<file path="src/rtl/player_hit_if.sv">
// player_hit_if: frame/collision/restart inputs and HUD/sprite/FSM outputs of player_hit_controller.
// The master modport drives the inputs; the slave modport is the controller side.
interface player_hit_if #(
    parameter int LIVES_W = 3
);
    logic               frame_tick;
    logic               enemy_collide;
    logic               restart;
    logic [LIVES_W-1:0] lives;
    logic [1:0]         state;
    logic               hit_pulse;
    logic               game_over;
    logic               sprite_visible;

    modport master (
        output frame_tick, enemy_collide, restart,
        input  lives, state, hit_pulse, game_over, sprite_visible
    );

    modport slave (
        input  frame_tick, enemy_collide, restart,
        output lives, state, hit_pulse, game_over, sprite_visible
    );
endinterface

</file>
<file path="src/rtl/player_hit_controller.sv">
// player_hit_controller: lives, invulnerability window and game-over tracking.
// Define PLAYER_BLINK_EN to blink sprite_visible during the invulnerability window.
module player_hit_controller #(
    parameter int LIVES_INIT    = 3,
    parameter int LIVES_W       = 3,
    parameter int INVULN_FRAMES = 120,
    parameter int BLINK_FRAMES  = 8
) (
    input logic         clk,
    input logic         rst_n,
    player_hit_if.slave bus
);
    localparam logic [1:0] ALIVE    = 2'b00;
    localparam logic [1:0] INVULN   = 2'b01;
    localparam logic [1:0] GAMEOVER = 2'b10;
    localparam int IW = $clog2(INVULN_FRAMES + 1);

    if (LIVES_INIT < 1 || LIVES_INIT > 2**LIVES_W - 1 || INVULN_FRAMES < 1 || BLINK_FRAMES < 1) begin : g_bad_params
        $error("player_hit_controller: illegal parameter values");
    end

    logic [1:0]         state_q, state_d;
    logic [LIVES_W-1:0] lives_q, lives_d;
    logic [IW-1:0]      inv_cnt_q, inv_cnt_d;
    logic               hit_pulse_q, hit_pulse_d;
    logic               game_over_q;
    logic               coll_q;
    logic               hit, last_life, timeout;

    assign hit       = !bus.restart && state_q == ALIVE && coll_q;
    assign last_life = lives_q == LIVES_W'(1);
    assign timeout   = state_q == INVULN && bus.frame_tick && inv_cnt_q == IW'(1);

    always_ff @(posedge clk or negedge rst_n) begin
        if (!rst_n) state_q <= ALIVE;
        else        state_q <= state_d;
    end

    always_comb begin
        state_d = state_q;
        if (bus.restart) state_d = ALIVE;
        else begin
            case (state_q)
                ALIVE:    if (coll_q) state_d = last_life ? GAMEOVER : INVULN;
                INVULN:   if (timeout) state_d = ALIVE;
                GAMEOVER: state_d = GAMEOVER;
                default:  state_d = ALIVE;
            endcase
        end
    end

    always_comb begin
        lives_d     = bus.restart ? LIVES_W'(LIVES_INIT) : hit ? lives_q - LIVES_W'(1) : lives_q;
        hit_pulse_d = hit;
        inv_cnt_d   = bus.restart ? '0
                    : hit ? (last_life ? '0 : IW'(INVULN_FRAMES))
                    : (state_q == INVULN && bus.frame_tick) ? inv_cnt_q - IW'(1)
                    : inv_cnt_q;
    end

    always_ff @(posedge clk or negedge rst_n) begin
        if (!rst_n) begin
            coll_q      <= 1'b0;
            lives_q     <= LIVES_W'(LIVES_INIT);
            inv_cnt_q   <= '0;
            hit_pulse_q <= 1'b0;
            game_over_q <= 1'b0;
        end else begin
            coll_q      <= bus.enemy_collide;
            lives_q     <= lives_d;
            inv_cnt_q   <= inv_cnt_d;
            hit_pulse_q <= hit_pulse_d;
            game_over_q <= state_d == GAMEOVER;
        end
    end

`ifdef PLAYER_BLINK_EN
    localparam int BW = BLINK_FRAMES > 1 ? $clog2(BLINK_FRAMES) : 1;
    logic [BW-1:0] blink_cnt_q, blink_cnt_d;
    logic          sprite_visible_q, sprite_visible_d;

    // Any exit from INVULN (timeout, restart, bad state) shows the sprite again.
    always_comb begin
        blink_cnt_d      = blink_cnt_q;
        sprite_visible_d = sprite_visible_q;
        if (state_d != INVULN) begin
            blink_cnt_d      = '0;
            sprite_visible_d = 1'b1;
        end else if (state_q != INVULN) begin
            blink_cnt_d      = '0;
            sprite_visible_d = 1'b0;
        end else if (bus.frame_tick) begin
            blink_cnt_d      = blink_cnt_q == BW'(BLINK_FRAMES - 1) ? '0 : blink_cnt_q + BW'(1);
            sprite_visible_d = blink_cnt_q == BW'(BLINK_FRAMES - 1) ? !sprite_visible_q : sprite_visible_q;
        end
    end

    always_ff @(posedge clk or negedge rst_n) begin
        if (!rst_n) begin
            blink_cnt_q      <= '0;
            sprite_visible_q <= 1'b1;
        end else begin
            blink_cnt_q      <= blink_cnt_d;
            sprite_visible_q <= sprite_visible_d;
        end
    end

    assign bus.sprite_visible = sprite_visible_q;
`else
    assign bus.sprite_visible = 1'b1;
`endif

    assign bus.lives     = lives_q;
    assign bus.state     = state_q;
    assign bus.hit_pulse = hit_pulse_q;
    assign bus.game_over = game_over_q;
endmodule
</file>
<file path="src/flat_wrapper.sv">
// flat-port wrapper written by rule: the top's interface ports become plain ports
module player_hit_controller_flat 
#(
    parameter int LIVES_INIT    = 3,
    parameter int LIVES_W       = 3,
    parameter int INVULN_FRAMES = 120,
    parameter int BLINK_FRAMES  = 8
)
  (clk, rst_n, bus_frame_tick, bus_enemy_collide, bus_restart, bus_lives, bus_state, bus_hit_pulse, bus_game_over, bus_sprite_visible);
  player_hit_if #(.LIVES_W(LIVES_W)) bus_i ();
  input logic clk;
  input logic rst_n;
  input wire logic [$bits(bus_i.frame_tick)-1:0] bus_frame_tick;
  input wire logic [$bits(bus_i.enemy_collide)-1:0] bus_enemy_collide;
  input wire logic [$bits(bus_i.restart)-1:0] bus_restart;
  output wire logic [$bits(bus_i.lives)-1:0] bus_lives;
  output wire logic [$bits(bus_i.state)-1:0] bus_state;
  output wire logic [$bits(bus_i.hit_pulse)-1:0] bus_hit_pulse;
  output wire logic [$bits(bus_i.game_over)-1:0] bus_game_over;
  output wire logic [$bits(bus_i.sprite_visible)-1:0] bus_sprite_visible;
  assign bus_i.frame_tick = bus_frame_tick;
  assign bus_i.enemy_collide = bus_enemy_collide;
  assign bus_i.restart = bus_restart;
  assign bus_lives = bus_i.lives;
  assign bus_state = bus_i.state;
  assign bus_hit_pulse = bus_i.hit_pulse;
  assign bus_game_over = bus_i.game_over;
  assign bus_sprite_visible = bus_i.sprite_visible;
  player_hit_controller #(.LIVES_INIT(LIVES_INIT), .LIVES_W(LIVES_W), .INVULN_FRAMES(INVULN_FRAMES), .BLINK_FRAMES(BLINK_FRAMES)) u_core (.clk(clk), .rst_n(rst_n), .bus(bus_i));
endmodule
</file>
<file path="config.mk">
export PLATFORM = sky130hd
export DESIGN_NAME = player_hit_controller_flat
export DESIGN_NICKNAME = d
export VERILOG_FILES = /design/src/rtl/player_hit_if.sv /design/src/rtl/player_hit_controller.sv /design/src/flat_wrapper.sv
export SDC_FILE = /design/constraint.sdc
export NUM_CORES = 1
export LEC_CHECK = 0
export BUFFER_PORTS_ARGS = -buffer_cell sky130_fd_sc_hd__buf_2
export CELL_PAD_IN_SITES_DETAIL_PLACEMENT = 0
export CELL_PAD_IN_SITES_GLOBAL_PLACEMENT = 1
export CORE_MARGIN = 2
export CORE_UTILIZATION = 37
export DETAILED_ROUTE_END_ITERATION = 8
export PLACE_DENSITY_LB_ADDON = 0.1
export SLEW_MARGIN = 20
export SYNTH_ARGS = -nofsm -noshare
export SYNTH_HDL_FRONTEND = slang
export SYNTH_SLANG_ARGS = --single-unit
</file>
<file path="constraint.sdc">
create_clock -name clk -period 1.5 [get_ports clk]
set_input_delay 0 -clock clk [delete_from_list [all_inputs] [get_ports clk]]
set_output_delay 0 -clock clk [all_outputs]
set_load 0.02 [all_outputs]
</file>
Word level (Yosys, flattened, before mapping)
Cells that the tools add are included.

operators by class
  add/subtract/negate cells = 2
  equality and inequality tests = 5
  muxes and demuxes = 11
  reduce and logical (&&, ||, !) cells = 8

operators with widths
  operator             number
  $mux 7               4
  $mux 2               4
  $eq 7x1->1 const B   1
  $sub 7x1->7 const B  1
  $mux 3               2
  $pmux 2 s3           1
  $eq 2x2->1 const B   2
  $logic_and 1x1->1    4
  $eq 3x1->1 const B   1
  $reduce_bool 3->1    1
  $sub 3x1->3 const B  1
  $eq 2x1->1 const B   1
  $logic_not 2->1      1
  $reduce_bool 2->1    1
  $logic_not 1->1      1

word-level totals
  flip-flop bits (word level) = 15
  bits of input ports = 5
  output and inout port bits = 8
  logic and storage cells = 32

Longest topological paths before layout
Gate-level depths: netlist of the first run.

  word-level depth = 7
  mapped depth = 6
  mapped depth without buffers = 6

Least setup slack after synthesis of the first run
Ideal clock, no wire load.

  kind = register to register
  from = register u_core.inv_cnt_q[0]
  to = register u_core.inv_cnt_q[6]
  setup time = 121 ps
  arrival = 1451 ps
  required time = 1379 ps
  path slack = -72 ps
  stages on the path, launching flop included = 7
  buffers on the path = 0
  clock period less this slack = 1572 ps
  cells stage by stage = dfrtp_1 -> inv_1 -> ha_1 -> or3b_1 -> o31ai_1 -> nand3_1 -> a22o_1

between the ends
  cells in the longest elaborated chain, start to end = 4

RTL lines
  what                    line                         RTL
  from (decl)             player_hit_controller.sv:24  logic [IW-1:0] inv_cnt_q, inv_cnt_d;
  from (signal assigned)  player_hit_controller.sv:71  inv_cnt_q <= inv_cnt_d;
  $sub 7x1->7             player_hit_controller.sv:57  : (state_q == INVULN && bus.frame_tick) ? inv_cnt_q - IW'(1)
  $mux 7                  player_hit_controller.sv:57
  $mux 7                  player_hit_controller.sv:56  : hit ? (last_life ? '0 : IW'(INVULN_FRAMES))
  $mux 7                  player_hit_controller.sv:55  inv_cnt_d = bus.restart ? '0

No other way between the ends. The select of a mux whose other input is x is not followed.
A chain may end at the register's enable or synchronous reset.

Worst setup path in the final report of the first run
  from = register u_core.inv_cnt_q[1]
  to = register u_core.inv_cnt_q[5]

Same word-level chain as after synthesis.

==> results list, run 1 <==
- The number of antenna diodes in the final layout is 0.
- Residual DRC count: 0
- Deepest clock path buffer count: 2
* Setup TNS: -120 ps
- Clock tree synthesis found a total of 15 sinks.
* Crit path launch type: flop
- Layout cell share with drive strength beyond 1: 40.7%
* Final nets: 123
- Startpoint of the most critical hold path: bus_restart
* Die Wd: 51.0 µm
- Initial Util: 38.0%
* Port Buf Inserts: 11
* Cell Area, Placed: 972 µm²
- TritonCTS built the clock tree.
- Clock root buffer: sky130_fd_sc_hd__clkbuf_4
- STA classifies the critical path endpoint as a flop.
- Max-capacitance violation count: 0
- Critical path's top delay family: simple AND/OR/NAND/NOR gates
* Cell with the largest stage delay on the worst path: sky130_fd_sc_hd__or4_4
* Worst hold slack: 40.2 ps
* Worst-Skew Late Latency: 280 ps
- The region available for standard cell placement spans 0.00215 mm².
- Final worst setup slack: -87.1 ps
- The routed layout has 669 vias.
- Endpoint, Worst Hold: u_core.bus.state[1]$_DFF_PN0_
- The signal on the critical path passes through buf_6 -> or4_4 -> nor2_4 -> mux2i_1 -> a22o_1.
- The count of final hold-check violations was 0.
- R2r setup slk: -90 ps
* FF+latch count, synth: 15
* Largest voltage drop on the vdd net: 0.621 mV
- The first detailed-routing pass ran for 2 iterations.
- Final routed wirelength across all metal layers: 1760 µm
- Tightest Hold Check Type: in2reg
- Final antenna-violating net count: 0
* Final instance area: 0.00109 mm²
- In this run the number of H-tree levels came out at 1.
- Setup violations remaining at the end of the flow were counted as 2.
* Die Y-Extent: 51.0 µm
- Synthesis handed over a netlist of 84 instances.
- The initial antenna violation count came to 0.
- Number of DRC violations after detailed-routing iteration 0: 7
- P per Cell Area: 1010 mW/mm²
* Final core area utilization: 50.7%
- For the finished layout, the period the worst path requires is 1590 ps.
* Crit path buffers/inverters: 1
- The filler cells instantiated in the layout total 224.
* Setup Crit Path Kind: reg2reg
* Fin. max-slew vios: 0
- Across the routed clock network, the largest skew measured is 3.86 ps.
- Timing would allow up to 0.630 GHz.
- In the global route stage, overall resource usage came out at 16.2%.
* Critical path arrival: 1810 ps
* Maximum number of pins on one net before global-route repair: 16
- Final clock period utilization by the worst path: 106%
- The congestion estimate from routability-driven global placement came to 0.729.
- Worst Reg-to-Reg Cells: 5
- I/O pin count: 13
* Synthesized area divided by synthesized cell count: 9.73 µm²
- Wire length of the first global-routing pass: 3100 µm
* CTS Buf Count: 3
- Count of unique library cells instantiated by Yosys: 33
- HPWL after detailed placement: 1300 µm
* R2R Path End: u_core.inv_cnt_q[5]$_DFFE_PN0P_
* Netlist Area Pre-Place: 817 µm²
* Row Count: 17
- On the worst path, the slowest cell contributes a delay of 550 ps.
- Fraction of the yosys area taken by sequential cells: 46.2%
- Total gr overflow: 0
* Leakage power total: 0.536 nW
* Relative area change from synthesis to final layout: 33.2%
* Number of warning messages in the yosys log: 0
- Run status: finished, violations left
- Vias in the first global route: 673
- Reg2Reg Launch Point: u_core.inv_cnt_q[1]$_DFFE_PN0P_
* Unrepaired setup endpoints after global routing: true
- Beginning of the critical path: u_core.inv_cnt_q[1]$_DFFE_PN0P_
- In the routed layout, each cell is associated on average with a via count of 4.74.
* Floorplan die area: 0.00260 mm²
* Violations in the final reports: negative setup slack
- The worst hold path was traced through 2 stages.
* Average routed wire per standard cell: 12.5 µm
* Highest net fanout along the worst path: 2
* CP Data Required Time: 1720 ps
* Post-synth net total: 93
- Worst-path clk slew: 90 ps
-- layout make-up --
cell class              count  area [µm²]  share of cell area (%)
flip-flops and latches     15         379                    34.8
repair buffers             29         199                    18.3
inverters                   5        18.8                    1.72
well taps                  28        35.0                    3.22
clock buffers               4        26.3                    2.41
multi-input cells          60         430                    39.5
-- worst max-delay path by stage --
stage                                           end  cells after the start  slack [ps]
floorplan           u_core.inv_cnt_q[6]$_DFFE_PN0P_                      6         -70
global placement    u_core.inv_cnt_q[3]$_DFFE_PN0P_                      6         -70
detailed placement  u_core.inv_cnt_q[6]$_DFFE_PN0P_                      6        -110
CTS                 u_core.inv_cnt_q[5]$_DFFE_PN0P_                      5         -90
global route        u_core.inv_cnt_q[5]$_DFFE_PN0P_                      5        -140
finish              u_core.inv_cnt_q[5]$_DFFE_PN0P_                      5         -90
-- cells in the mapped netlist --
cell                        number  share of area [%]
sky130_fd_sc_hd__a2111oi_0       1                1.1
sky130_fd_sc_hd__a211o_1         1                1.1
sky130_fd_sc_hd__a21oi_1         3                1.8
sky130_fd_sc_hd__a22o_1          3                3.2
sky130_fd_sc_hd__and2_1          2                1.5
sky130_fd_sc_hd__and2_4          1                1.1
sky130_fd_sc_hd__and3b_1         1                1.1
sky130_fd_sc_hd__buf_4           1               0.92
sky130_fd_sc_hd__buf_6           2                2.8
sky130_fd_sc_hd__clkbuf_1        1               0.46
sky130_fd_sc_hd__conb_1          1               0.46
sky130_fd_sc_hd__dfrtp_1        13                 40
sky130_fd_sc_hd__dfstp_2         2                6.4
sky130_fd_sc_hd__ha_1            4                6.1
sky130_fd_sc_hd__inv_1           5                2.3
sky130_fd_sc_hd__mux2_2          1                1.4
sky130_fd_sc_hd__mux2i_1         1                1.2
sky130_fd_sc_hd__nand2_1         7                3.2
sky130_fd_sc_hd__nand2b_1        1               0.77
sky130_fd_sc_hd__nand3_1         3                1.8
sky130_fd_sc_hd__nand3b_1        1               0.92
sky130_fd_sc_hd__nand4_1         1               0.77
sky130_fd_sc_hd__nor2_1          9                4.1
sky130_fd_sc_hd__nor2b_1         1               0.77
sky130_fd_sc_hd__nor3_1          6                3.7
sky130_fd_sc_hd__nor3b_1         1               0.92
sky130_fd_sc_hd__o211ai_1        1               0.92
sky130_fd_sc_hd__o21ai_0         2                1.2
sky130_fd_sc_hd__o31ai_1         2                1.8
sky130_fd_sc_hd__or3b_1          2                2.1
sky130_fd_sc_hd__or4_1           1               0.92
sky130_fd_sc_hd__xnor2_1         1                1.1
sky130_fd_sc_hd__xor2_1          2                2.1
-- sequential cells by signal (all words and copies together) (netlist names) --
name                  cells
u_core.bus.lives          3
u_core.bus.game_over      1
u_core.bus.hit_pulse      1
u_core.coll_q             1
u_core.bus.state          2
u_core.inv_cnt_q          7
-- where the power goes --
part	internal (W)	switching (W)	total [W]
sequential	0.000451	0.0000475	0.000499
clock	0.000103	0.000129	0.000232
combinational	0.000187	0.000179	0.000367
total	0.000741	0.000356	0.00110
-- metrics by stage --
step | setup slack (ps) | instances | power, W
4_1_cts | -92.7 | 139 | 0.00110
3_3_place_gp | -70.7 | 132 | 0.000814
2_1_floorplan | -72.4 | 84 | 0.000706
3_5_place_dp | -108 | 132 | 0.000817
5_1_grt | -142 | 141 | 0.00118
6_report | -87.1 | 141 | 0.00110
-- layout by cell type (no fill, tap or decap), drive strengths merged, types with 3 or more instances in the layout --
| master | count |
|---|---|
| buf | 27 |
| a22o | 3 |
| and2 | 3 |
| a21oi | 3 |
| inv | 5 |
| ha | 4 |
| nand3 | 3 |
| nor3 | 6 |
| dfrtp | 13 |
| nand2 | 7 |
| clkbuf | 4 |
| nor2 | 9 |
-- per-layer routing --
layer  GRT usage, %  routed length, µm  vias to the layer above
met3           3.51                 42                        2
li1               -                  -                      344
met4           6.76                 12                        0
met5              0                  0                        -
met2           25.3                841                        7
met1           21.6                867                      316
-- timing repair --
item                                    4_1_cts  5_1_grt
endpoints found under the setup margin        4        5
hold buffers                                  2        0
pin swaps                                     4        3
endpoints found under the hold margin        16        0
buffers inserted                              1        2
resized for setup                            12        3
-- logic make-up after synthesis --
group,after synthesis,share of synthesized area [%]
compound gates,13,11.2
fa+ha+maj,4,6.13
other cells,1,0.459
flops,15,46.2
mux,2,2.60
xor+xnor,3,3.22
simple gates,37,23.7
buf+inv,9,6.43
(Power assumes the default switching activity.)
==> inputs of run 2 (changes only) <==
--- a/config.mk
+++ b/config.mk
@@ -9,7 +9,7 @@
 export CELL_PAD_IN_SITES_DETAIL_PLACEMENT = 0
 export CELL_PAD_IN_SITES_GLOBAL_PLACEMENT = 1
 export CORE_MARGIN = 2
-export CORE_UTILIZATION = 37
+export CORE_UTILIZATION = 44
 export DETAILED_ROUTE_END_ITERATION = 8
 export PLACE_DENSITY_LB_ADDON = 0.1
 export SLEW_MARGIN = 20
==> constraint.sdc (replaced) <==
create_clock -name clk -period 2.1 [get_ports clk]
set_input_delay 0 -clock clk [delete_from_list [all_inputs] [get_ports clk]]
set_output_delay 0 -clock clk [all_outputs]
set_load 0.02 [all_outputs]
==> run 2 against run 1 <==
Against the previous run:
- the flow now finishes without violations
- clock power is 27% lower
- sequential power is 28% lower
- count of clock-buffer cells in the layout stayed put
- final cell count is 13% lower
- critical path depth is 1 higher
- combinational power is 50% lower
- wire length is 8.4% lower
- sequential share of layout area is 6.1 points higher
- worst hold slack better by 4.5 ps
- cell area is 15% lower
- critical path type unchanged
- critical endpoint is now u_core.inv_cnt_q[6]$_DFFE_PN0P_
==> results list, run 2 (synthesis gave the netlist of run 1 again) <==
* Average routed wire per standard cell: 13.1 µm
- STA puts the critical path data required time at 2280 ps.
- Final nets: 108
- For this design the ratio of total power to cell area is 774 mW/mm².
- The die covers 0.00222 mm².
- STA classifies the critical path endpoint as a flop.
- Final clock period utilization by the worst path: 79.4%
- Wire length of the first global-routing pass: 2670 µm
- Core area: 0.00175 mm²
- Of all nets on the critical path, the largest fanout is 5.
- Setup Crit Path Kind: reg2reg
- Post-CTS setup buffer count: 0
* Final instance area: 923 µm²
* Worst-Skew Late Latency: 280 ps
* Antenna violations before repair: 0
- Fin. max-slew vios: 0
* Clock tree from TritonCTS: done
* Setup TNS: 0 ps
- Global routing used 18.0% of the available tracks across all layers.
- Counting cells, the worst reg-to-reg path comes to 6.
- The worst setup path is launched from a flop.
- WHS Path Cells: 2
- Routing usage on met3: 3.46%
- Port Buf Inserts: 11
- Final weighted congestion in routability-driven placement: 0.744
* Layout cell share with drive strength beyond 1: 19.4%
* Via density per instance: 5.11
- In this run the cell area measured after placement is 877 µm².
- Final hold violations: 0
- For this configuration, the core starts out at a cell density of 46.8%.
- Largest voltage drop on the vdd net: 0.420 mV
- Final routed wirelength across all metal layers: 1620 µm
- Net switching power: 0.000236 W
- For this run, design rule violations remaining after detail routing come to 0.
- Compared with the post-synthesis result, the final layout area differs by 13.0%.
* Power Internal: 0.000479 W
- Clock power share: 23.7%
* Tightest Hold Check Type: in2reg
- FMAX: 0.600 GHz
* Run status: finished clean
- Flip-flop count of the largest register, all copies and words added: 7
* Vias in the first global route: 574
* Met2 Usage GRT: 26.0%
- GRT met1 Usage: 23.6%
- # fillers: 172
* Portion of total power attributed to combinational logic: 25.9%
- In this run switching power makes up 33.0% of total power.
* Total gr overflow: 0
- Post-CTS resize count: 0
* Most frequent standard cell in the layout excluding fill and tap cells: sky130_fd_sc_hd__dfrtp_1
- The floorplan step set the die width to 47.1 µm.
* Commonest non-fill, non-tap cells in the layout: 13 x sky130_fd_sc_hd__dfrtp_1, 11 x sky130_fd_sc_hd__buf_2, 9 x sky130_fd_sc_hd__nor2_1, 7 x sky130_fd_sc_hd__nand2_1, 6 x sky130_fd_sc_hd__nor3_1
- HPWL after detailed placement: 1140 µm
- For this design the static power due to leakage is 0.460 nW.
- Max-capacitance violation count: 0
* Total number of H-tree levels: 1
- CTS Buf Count: 3
- Entering global routing, the biggest net connects 16 pins.
- In this run, flip-flops and latches consume 50.4% of the power.
- The layer flagged by global routing as most heavily used is met2.
- After the first detailed-routing iteration, the DRC count stood at 21.
- Row generation in the floorplan step produced 15 rows.
* Critical path arrival: 1850 ps
- Final setup vio count: 0
* Number of buffers added to fix hold violations after cts: 2
- Worst-path clk slew: 90 ps
* Unrepaired setup endpoints after global routing: false
- The tree built by TritonCTS fans out to 15 sinks.
- No sink is reached through more buffers than the 2 on the longest clock path.
- The die is 47.1 µm tall.
* Via total after detailed routing: 628
- The first TritonRoute pass finished after 4 iterations.
* I/O pin count: 13
- At the end of the flow the core is filled with cells to 52.9%.
- The repair_antennas step left the layout with diodes totalling 0.
- The clock arrives with 1.51 ps of skew.
- Final Critical Period: 1670 ps
* Final antenna-violating net count: 0
- Register bank with the most flops: u_core.inv_cnt_q
- The cell sitting at the root of the clock tree is a sky130_fd_sc_hd__clkbuf_4.
==> run 2: final timing paths <==
path	slack (ps)	to	startpoint
worst max-delay path	430	u_core.inv_cnt_q[6]$_DFFE_PN0P_	u_core.inv_cnt_q[0]$_DFFE_PN0P_
worst min-delay path	40	u_core.bus.lives[2]$_DFFE_PN0P_	bus_restart
worst max register to register	430	u_core.inv_cnt_q[6]$_DFFE_PN0P_	u_core.inv_cnt_q[0]$_DFFE_PN0P_
worst min register to register	520	u_core.bus.lives[0]$_DFFE_PN1P_	u_core.bus.lives[0]$_DFFE_PN1P_
max in group asynchronous	1650	u_core.bus.lives[0]$_DFFE_PN1P_	rst_n
min in group asynchronous	150	u_core.inv_cnt_q[4]$_DFFE_PN0P_	rst_n
==> run 2: critical path, cell delays in order, from the launching register on <==
cell	delay [ps]
sky130_fd_sc_hd__dfrtp_1	430
sky130_fd_sc_hd__inv_1	70
sky130_fd_sc_hd__ha_1	170
sky130_fd_sc_hd__or3b_1	390
sky130_fd_sc_hd__o31ai_1	200
sky130_fd_sc_hd__nand3_1	100
sky130_fd_sc_hd__a22o_1	210
==> run 2: layout make-up <==
class | count | area [µm²] | share of cell area [%]
Multi-Input combinational cell | 60 | 387 | 41.9
Sequential cell | 15 | 378 | 40.9
Timing Repair Buffer | 14 | 82.6 | 8.94
Tap cell | 25 | 31.3 | 3.39
Clock buffer | 4 | 26.3 | 2.85
Inverter | 5 | 18.8 | 2.03
==> run 2: power groups by stage <==
stage / clock network (W) / logic (W) / registers, W
4_1_cts: 0.000182 / 0.000187 / 0.000359
3_3_place_gp: 0 / 0.000184 / 0.000363
3_5_place_dp: 0 / 0.000183 / 0.000364
2_1_floorplan: 0 / 0.000137 / 0.000367
5_1_grt: 0.000194 / 0.000208 / 0.000366
6_report: 0.000169 / 0.000185 / 0.000360
==> run 2: metrics by stage <==
step / power (W) / hold WS, ps / setup WS (ps) / std cells
after floorplan: 0.000504 / -296 / 528 / 84
after global placement: 0.000547 / -72.7 / 487 / 117
after detailed placement: 0.000548 / -74.1 / 440 / 117
after CTS: 0.000728 / 27.6 / 434 / 123
after global routing: 0.000768 / 45.7 / 309 / 123
final: 0.000715 / 44.7 / 432 / 123
==> run 2: layer usage <==
layer | routed length (µm) | vias up | share of wire [%]
met5 | 0 | - | 0
met4 | 40 | 0 | 2.5
met3 | 75 | 4 | 4.6
met2 | 769 | 21 | 48
met1 | 730 | 288 | 45
li1 | - | 315 | -
